[config.mk]
export PLATFORM = sky130hd
export DESIGN_NAME = bcast_fanout_flat
export DESIGN_NICKNAME = d
export VERILOG_FILES = /design/src/rtl/bcast_fanout_pkg.sv /design/src/rtl/bcast_fanout_if.sv /design/src/rtl/bcast_child_calc.sv /design/src/rtl/bcast_fanout.sv /design/src/flat_wrapper.sv
export SDC_FILE = /design/constraint.sdc
export NUM_CORES = 1
export LEC_CHECK = 0
export ABC_AREA = 1
export CAP_MARGIN = 15
export CORE_MARGIN = 5
export CORE_UTILIZATION = 40
export CTS_BUF_LIST = sky130_fd_sc_hd__clkbuf_2
export DETAILED_ROUTE_END_ITERATION = 10
export PLACE_DENSITY = 0.75
export SYNTH_ARGS = -nofsm -noshare
export SYNTH_HDL_FRONTEND = slang
export SYNTH_SLANG_ARGS = --single-unit
[constraint.sdc]
create_clock -name clk -period 2.9 [get_ports clk]
set_input_delay 0.435 -clock clk [delete_from_list [all_inputs] [get_ports clk]]
set_output_delay 0.435 -clock clk [all_outputs]
set_load 0.01 [all_outputs]
[src/rtl/bcast_fanout_pkg.sv]
// rtl/bcast_fanout_pkg.sv - shared router flit layout, opcodes and fan-out FSM states
package bcast_fanout_pkg;

  // Header sits above the payload; offsets are relative to bit PayloadWidth.
  localparam int HdrWidth         = 50;
  localparam int PayloadWidthDflt = 32;
  localparam int FlitWidth        = HdrWidth + PayloadWidthDflt;

  localparam int TagOff   = 0;
  localparam int TagW     = 17;
  localparam int RankOff  = 17;
  localparam int RankW    = 8;
  localparam int DstOff   = 25;
  localparam int DstW     = 12;
  localparam int SrcOff   = 37;
  localparam int SrcW     = 8;
  localparam int OpOff    = 45;
  localparam int OpW      = 4;
  localparam int ValidOff = 49;

  // dst holds {z, y, x}, each coordinate zero-extended to one nibble
  localparam int CoordW = 4;

  localparam logic [OpW-1:0] OpBcast0 = 4'b0101;
  localparam logic [OpW-1:0] OpBcast1 = 4'b0110;
  localparam logic [OpW-1:0] OpBcast2 = 4'b0111;
  localparam logic [OpW-1:0] OpBcast3 = 4'b1000;

  typedef enum logic [1:0] {
    IDLE  = 2'd0,
    PASS  = 2'd1,
    FAN   = 2'd2
`ifdef BCAST_FANOUT_LOCAL_COPY_EN
    , LOCAL = 2'd3
`endif
  } state_t;

  function automatic logic is_bcast(input logic [OpW-1:0] op);
    return (op == OpBcast0) || (op == OpBcast1) || (op == OpBcast2) || (op == OpBcast3);
  endfunction

endpackage

[src/rtl/bcast_fanout_if.sv]
// rtl/bcast_fanout_if.sv - flit input/output handshake bundle for the broadcast fan-out
interface bcast_fanout_if #(parameter int FlitWidth = 82);
  logic [FlitWidth-1:0] in_flit;
  logic                 in_valid;
  logic                 in_ready;
  logic [FlitWidth-1:0] out_flit;
  logic                 out_valid;
  logic                 out_ready;

  modport slave (
    input  in_flit, in_valid, out_ready,
    output in_ready, out_flit, out_valid
  );

  modport master (
    output in_flit, in_valid, out_ready,
    input  in_ready, out_flit, out_valid
  );
endinterface

[src/rtl/bcast_child_calc.sv]
// rtl/bcast_child_calc.sv - binomial-tree rel/child-rank arithmetic and rank-to-coordinate mapping
module bcast_child_calc
  import bcast_fanout_pkg::*;
#(
  parameter int lg_numprocs = 3,
  parameter int XB          = 1,
  parameter int YB          = 1,
  parameter int ZB          = 1,
  parameter int KW          = 2
) (
  input  logic [lg_numprocs-1:0] own_rank,
  input  logic [lg_numprocs-1:0] root,
  input  logic [KW-1:0]          k,
  output logic                   qual,
  output logic                   more,
  output logic [lg_numprocs-1:0] child_rank,
  output logic [DstW-1:0]        child_dst
`ifdef BCAST_FANOUT_LOCAL_COPY_EN
  , output logic [DstW-1:0]      own_dst
`endif
);

  localparam logic [lg_numprocs-1:0] One = 1;

  logic [lg_numprocs-1:0] rel;
  logic [lg_numprocs-1:0] pow_k;

  function automatic logic [DstW-1:0] to_dst(input logic [lg_numprocs-1:0] r);
    logic [DstW-1:0] d;
    d = '0;
    d[0 +: XB]          = r[0 +: XB];
    d[CoordW +: YB]     = r[XB +: YB];
    d[2*CoordW +: ZB]   = r[XB+YB +: ZB];
    return d;
  endfunction

  // All sums wrap modulo P because they are lg_numprocs bits wide.
  always_comb begin
    rel        = own_rank - root;
    pow_k      = One << k;
    qual       = pow_k > rel;
    more       = (k != '0) && ((One << (k - 1'b1)) > rel);
    child_rank = rel + pow_k + root;
    child_dst  = to_dst(child_rank);
  end

`ifdef BCAST_FANOUT_LOCAL_COPY_EN
  assign own_dst = to_dst(own_rank);
`endif

endmodule

[src/rtl/bcast_fanout.sv]
// rtl/bcast_fanout.sv - broadcast flit replicator; BCAST_FANOUT_LOCAL_COPY_EN adds a local copy
module bcast_fanout
  import bcast_fanout_pkg::*;
#(
  parameter logic [2:0] rank_z      = 3'b0,
  parameter logic [2:0] rank_y      = 3'b0,
  parameter logic [2:0] rank_x      = 3'b0,
  parameter int         lg_numprocs = 3,
  parameter int         XB          = 1,
  parameter int         YB          = 1,
  parameter int         ZB          = 1,
  parameter int         PayloadWidth = 32
) (
  input  logic            clk,
  input  logic            rst,
  bcast_fanout_if.slave   bus,
  output logic            done
);

  localparam int FW     = HdrWidth + PayloadWidth;
  localparam int KW     = (lg_numprocs > 1) ? $clog2(lg_numprocs) : 1;
  localparam int LRank  = PayloadWidth + RankOff;
  localparam int LDst   = PayloadWidth + DstOff;
  localparam int LSrc   = PayloadWidth + SrcOff;
  localparam int LOp    = PayloadWidth + OpOff;
  localparam int LValid = PayloadWidth + ValidOff;
  localparam logic [KW-1:0] KTop = KW'(lg_numprocs - 1);

  state_t                 state_q, state_d;
  logic [FW-1:0]          flit_q;
  logic [KW-1:0]          k_q, k_d;
  logic                   done_q, done_d;
  logic                   fin;
  logic                   accept, out_hs;
  logic [lg_numprocs-1:0] own_rank;
  logic [lg_numprocs-1:0] root_sel;
  logic [KW-1:0]          k_sel;
  logic                   qual, more;
  logic [lg_numprocs-1:0] child_rank;
  logic [DstW-1:0]        child_dst;
  logic [RankW-1:0]       rank_ext;
  logic [FW-1:0]          out_flit;
`ifdef BCAST_FANOUT_LOCAL_COPY_EN
  logic [DstW-1:0]        own_dst;
`endif

  assign own_rank = {rank_z[ZB-1:0], rank_y[YB-1:0], rank_x[XB-1:0]};

  // In IDLE the calculator looks at the arriving flit so the leaf decision is made at acceptance.
  assign root_sel = (state_q == IDLE) ? bus.in_flit[LSrc +: lg_numprocs] : flit_q[LSrc +: lg_numprocs];
  assign k_sel    = (state_q == IDLE) ? KTop : k_q;

  bcast_child_calc #(
    .lg_numprocs (lg_numprocs),
    .XB          (XB),
    .YB          (YB),
    .ZB          (ZB),
    .KW          (KW)
  ) u_calc (
    .own_rank   (own_rank),
    .root       (root_sel),
    .k          (k_sel),
    .qual       (qual),
    .more       (more),
    .child_rank (child_rank),
    .child_dst  (child_dst)
`ifdef BCAST_FANOUT_LOCAL_COPY_EN
    , .own_dst  (own_dst)
`endif
  );

  assign bus.in_ready  = (state_q == IDLE) && !rst;
  assign bus.out_valid = (state_q != IDLE) && !rst;
  assign bus.out_flit  = out_flit;
  assign accept        = bus.in_valid && bus.in_ready;
  assign out_hs        = bus.out_valid && bus.out_ready;
  assign done          = (done_q || fin) && !rst;

  always_comb begin
    rank_ext = '0;
    rank_ext[lg_numprocs-1:0] = child_rank;
    out_flit = '0;
    if (!rst) begin
      case (state_q)
        PASS: out_flit = flit_q;
        FAN: begin
          out_flit = flit_q;
          out_flit[LDst +: DstW]   = child_dst;
          out_flit[LRank +: RankW] = rank_ext;
        end
`ifdef BCAST_FANOUT_LOCAL_COPY_EN
        LOCAL: begin
          out_flit = flit_q;
          out_flit[LDst +: DstW] = own_dst;
        end
`endif
        default: out_flit = '0;
      endcase
    end
  end

  always_comb begin
    state_d = state_q;
    k_d     = k_q;
    done_d  = 1'b0;
    fin     = 1'b0;
    case (state_q)
      IDLE: begin
        if (accept) begin
          if (!bus.in_flit[LValid]) begin
            done_d = 1'b1;
          end else if (!is_bcast(bus.in_flit[LOp +: OpW])) begin
            state_d = PASS;
          end else if (qual) begin
            state_d = FAN;
            k_d     = KTop;
          end else begin
`ifdef BCAST_FANOUT_LOCAL_COPY_EN
            state_d = LOCAL;
`else
            done_d  = 1'b1;
`endif
          end
        end
      end
      PASS: begin
        if (out_hs) begin
          fin     = 1'b1;
          state_d = IDLE;
        end
      end
      FAN: begin
        if (out_hs) begin
          if (more) begin
            k_d = k_q - 1'b1;
          end else begin
            k_d = '0;
`ifdef BCAST_FANOUT_LOCAL_COPY_EN
            state_d = LOCAL;
`else
            fin     = 1'b1;
            state_d = IDLE;
`endif
          end
        end
      end
`ifdef BCAST_FANOUT_LOCAL_COPY_EN
      LOCAL: begin
        if (out_hs) begin
          fin     = 1'b1;
          state_d = IDLE;
        end
      end
`endif
      default: state_d = IDLE;
    endcase
  end

  always_ff @(posedge clk) begin
    if (rst) begin
      state_q <= IDLE;
      k_q     <= '0;
      done_q  <= 1'b0;
      flit_q  <= '0;
    end else begin
      state_q <= state_d;
      k_q     <= k_d;
      done_q  <= done_d;
      if (accept) flit_q <= bus.in_flit;
    end
  end

endmodule

[src/flat_wrapper.sv]
// flat-port wrapper written by rule: the top's interface ports become plain ports
module bcast_fanout_flat import bcast_fanout_pkg::*;
#(
  parameter logic [2:0] rank_z      = 3'b0,
  parameter logic [2:0] rank_y      = 3'b0,
  parameter logic [2:0] rank_x      = 3'b0,
  parameter int         lg_numprocs = 3,
  parameter int         XB          = 1,
  parameter int         YB          = 1,
  parameter int         ZB          = 1,
  parameter int         PayloadWidth = 32
)
  (clk, rst, done, bus_in_flit, bus_in_valid, bus_out_ready, bus_in_ready, bus_out_flit, bus_out_valid);
  bcast_fanout_if #(.FlitWidth(82)) bus_i ();
  input  logic clk;
  input  logic rst;
  output logic done;
  input wire logic [$bits(bus_i.in_flit)-1:0] bus_in_flit;
  input wire logic [$bits(bus_i.in_valid)-1:0] bus_in_valid;
  input wire logic [$bits(bus_i.out_ready)-1:0] bus_out_ready;
  output wire logic [$bits(bus_i.in_ready)-1:0] bus_in_ready;
  output wire logic [$bits(bus_i.out_flit)-1:0] bus_out_flit;
  output wire logic [$bits(bus_i.out_valid)-1:0] bus_out_valid;
  assign bus_i.in_flit = bus_in_flit;
  assign bus_i.in_valid = bus_in_valid;
  assign bus_i.out_ready = bus_out_ready;
  assign bus_in_ready = bus_i.in_ready;
  assign bus_out_flit = bus_i.out_flit;
  assign bus_out_valid = bus_i.out_valid;
  bcast_fanout #(.rank_z(rank_z), .rank_y(rank_y), .rank_x(rank_x), .lg_numprocs(lg_numprocs), .XB(XB), .YB(YB), .ZB(ZB), .PayloadWidth(PayloadWidth)) u_core (.clk(clk), .rst(rst), .bus(bus_i), .done(done));
endmodule
==> summary.txt, run 1 <==
Synth
  • Synth unique cells: 29
  • Register area share after synthesis: 41.6%
  • Synth warn: 0
  • Post-Syn Instances: 601
  • Mean Syn Cell Area: 6.96 um2
  • Yosys reg bits: 87
  • Synthesized area: 4190 um2
  • Synthesized net count: 697

Place
  • DP Cell Count: 897
  • DP Worst Slack: -0.464 ns
  • DPL Wire Length: 9.12 mm
  • Placer Congestion: 0.909
  • IO Port Bufs: 170

Timing
  • Max_slew headroom: 77.2%
  • Tcrit/Tclk final: 112%
  • Final setup fails: 5
  • Setup ws final: -0.347 ns
  • Hold_ws: 0.411 ns
  • Fmax: 308 MHz
  • Worst-margin pin slew: 0.342 ns
  • RSZ-0062 raised after global routing: true
  • Fin. max-slew vios: 0
  • Minimum clock period: 3.25 ns
  • Worst clock skew: 0.0253 ns
  • Final hold vios: 0

Pwr
  • Internal power: 2.88 mW
  • Clk pwr share: 13.6%
  • Leak Pwr: 3.63 nW
  • Sw Pwr: 2.05 mW
  • Peak VDD IR: 407 uV
  • Total power: 4.93 mW
  • Switch share: 41.6%
  • Logic pwr share: 56.7%
  • PwrDens: 736 nW/um2
  • Seq pwr share: 29.7%

Run status
  • Failing checks: setup timing
  • Status: complete, but fails checks

Global routing
  • First-pass GRT wire length: 21.0 mm
  • GR Overflow Total: 0
  • Vias in the first global route: 4626
  • Initial antenna violation count: 0
  • Pin count of the biggest net entering global routing: 87
  • GR Util All Layers: 19.8%

Clocking
  • Max H-tree Level: 3
  • CTS Buf Count: 9
  • # clock sinks: 87
  • Clk root buf: clkbuf_2
  • CTS tree: done
  • CTS max path bufs: 2
  • Clock Pin Slew Worst Setup and Hold Paths: 0.26 ns
  • Clock latency on the worst-skew pair: 0.54 ns

Die
  • Die Span X: 112 um
  • Starting Density: 40.7%
  • Io pins: 171
  • Die Y: 112 um
  • Row count: 37
  • Core area: 10300 um2
  • Full die area: 12600 um2

Critical path
  • Setup CP Type: reg2out
  • Worst EP arrival: 2.81 ns
  • Worst path required time: 2.47 ns
  • Critical Path Sink Type: output pin
  • Worst Setup Start Kind: register
  • CP max FO: 5

Drt
  • Drt wl/cell: 14.3 um
  • First DRT Iteration DRCs: 239
  • Post-Route WL: 13.2 mm
  • Routed Antenna Nets: 0
  • Drt pass-1 iters: 6
  • Vias: 4547
  • DR DRC count: 0
  • Vias per cell: 4.93

Flow run
  • Maxcap violations: 0

Finish
  • Synth-to-layout area growth: 59.9%
  • Share of cells above drive strength 1: 14.9%
  • Final core occ: 65.1%
  • Non-Filler Instances: 922
  • Post-layout nets: 877
  • # diodes: 0

Hold path
  • Hold crit path type: in2reg
==> power by group through the flow <==
stage          Sequential (mW)  Combinational, mW  Clock [mW]
6_report                  1.46               2.79       0.671
5_1_grt                   1.48               3.05       0.745
4_1_cts                   1.46               2.63       0.693
3_5_place_dp              1.48               2.28           0
3_3_place_gp              1.48               2.20           0
2_1_floorplan             1.47               1.40           0
==> sequential cells by signal, indices dropped and copies added (netlist names) <==
signal and flops:
u_core.flit_q 82, u_core.state_q 2, u_core.done_q 1, u_core.k_q 2
==> cell type report <==
type	count	area [um2]
timing repair buffer	213	2220
tap	136	170
sequential	87	1740
fill	901	3580
multi-input combinational	382	2100
inverter	88	335
clock buffer	10	50.0
clock inverter	6	76.3
==> cell usage after synthesis (all sizes together) <==
library cell,count,area (um2)
nor3,62,310
and3,1,6.26
nand2,96,403
o21bai,2,15.0
ha,10,125
dfxtp,87,1740
xnor2,3,26.3
xor2,2,17.5
clkbuf,30,113
a21oi,67,335
inv,88,330
o211ai,1,7.51
nand4,4,25.0
o21ai,90,450
nor2,34,138
nand3,8,45.0
or2,1,6.26
a221oi,1,15.0
buf,14,75.1
==> stage by stage <==
stage | setup TNS, ns | instance area, um2
6_report | -1.46 | 6690
4_1_cts | -1.54 | 6480
3_3_place_gp | -1.86 | 6190
5_1_grt | -2.29 | 6690
2_1_floorplan | 0 | 4190
3_5_place_dp | -2.03 | 6190
==> cell usage in the layout, fill, tap and decap left out, drive strengths merged <==
master	count
a21oi	67
a221oi	1
and3	1
buf	48
bufinv	1
clkbuf	10
clkdlybuf4s50	102
clkinv	1
dfxtp	87
dlygate4sd2	3
dlymetal6s2s	60
ha	10
inv	92
nand2	96
nand3	8
nand4	4
nor2	34
nor3	62
o211ai	1
o21ai	90
o21bai	2
or2	1
xnor2	3
xor2	2
==> logic make-up (layout without fill, tap and decap cells) <==
logic type	Yosys count	after routing	share of synthesized area (%)
DFF	87	87	41.6
adders and majority gates	10	10	2.99
xor gates and xnor gates	5	5	1.05
AOI/OAI and AO/OA	161	161	19.7
and+or+nand+nor	206	206	22.3
buffers and inverters	132	317	12.4
==> worst paths after layout <==
check	start	end	slack, ns	depth (start not counted)
hold reg to reg	u_core.flit_q[79]	u_core.flit_q[79]	0.47	2
hold / removal	bus_in_flit[62]	u_core.flit_q[62]	0.41	3
setup reg to reg	u_core.state_q[1]	u_core.state_q[0]	0.28	21
setup / recovery	u_core.state_q[1]	bus_out_flit[51]	-0.35	15
==> timing repair <==
item | 4_1_cts | 5_1_grt
gates resized for setup | 58 | 70
setup endpoints to repair | 83 | 79
endpoints found under the hold margin | 0 | 0
buffers inserted | 5 | 4
hold buffers | 0 | 0
pin swaps | 17 | 13
==> routing by layer <==
layer	up-vias	track usage, %	wire length [um]
met5	-	0	0
met4	0	7.69	301
met3	23	4.74	776
met2	147	35.0	6740
met1	2073	23.0	5400
li1	2304	-	-
==> worst max-delay path: stages (launching register included) <==
cell,delay [ns]
dfxtp_2,0.40
inv_2,0.05
ha_4,0.19
inv_6,0.08
nand2_2,0.07
nand2_2,0.08
nand2_4,0.08
xnor2_4,0.19
ha_4,0.23
xnor2_2,0.14
xor2_1,0.16
inv_1,0.08
or2_1,0.22
nand3_2,0.10
a21oi_2,0.06
buf_2,0.14
(Power assumes the default switching activity.)
==> run 2, diff against run 1 <==
--- a/config.mk
+++ b/config.mk
@@ -10,6 +10,7 @@
 export CORE_MARGIN = 5
 export CORE_UTILIZATION = 40
 export CTS_BUF_LIST = sky130_fd_sc_hd__clkbuf_2
+export CTS_CLUSTER_DIAMETER = 50
 export DETAILED_ROUTE_END_ITERATION = 10
 export PLACE_DENSITY = 0.75
 export SYNTH_ARGS = -nofsm -noshare
==> results of run 2 <==
No change in the layout: final DEF, timing and power equal those of run 1.
==> run 3, diff against run 2 <==
--- a/config.mk
+++ b/config.mk
@@ -6,6 +6,7 @@
 export NUM_CORES = 1
 export LEC_CHECK = 0
 export ABC_AREA = 1
+export ABC_CLOCK_PERIOD_IN_PS = 2900
 export CAP_MARGIN = 15
 export CORE_MARGIN = 5
 export CORE_UTILIZATION = 40
==> results of run 3 <==
No change in the layout: final DEF, timing and power equal those of run 1.
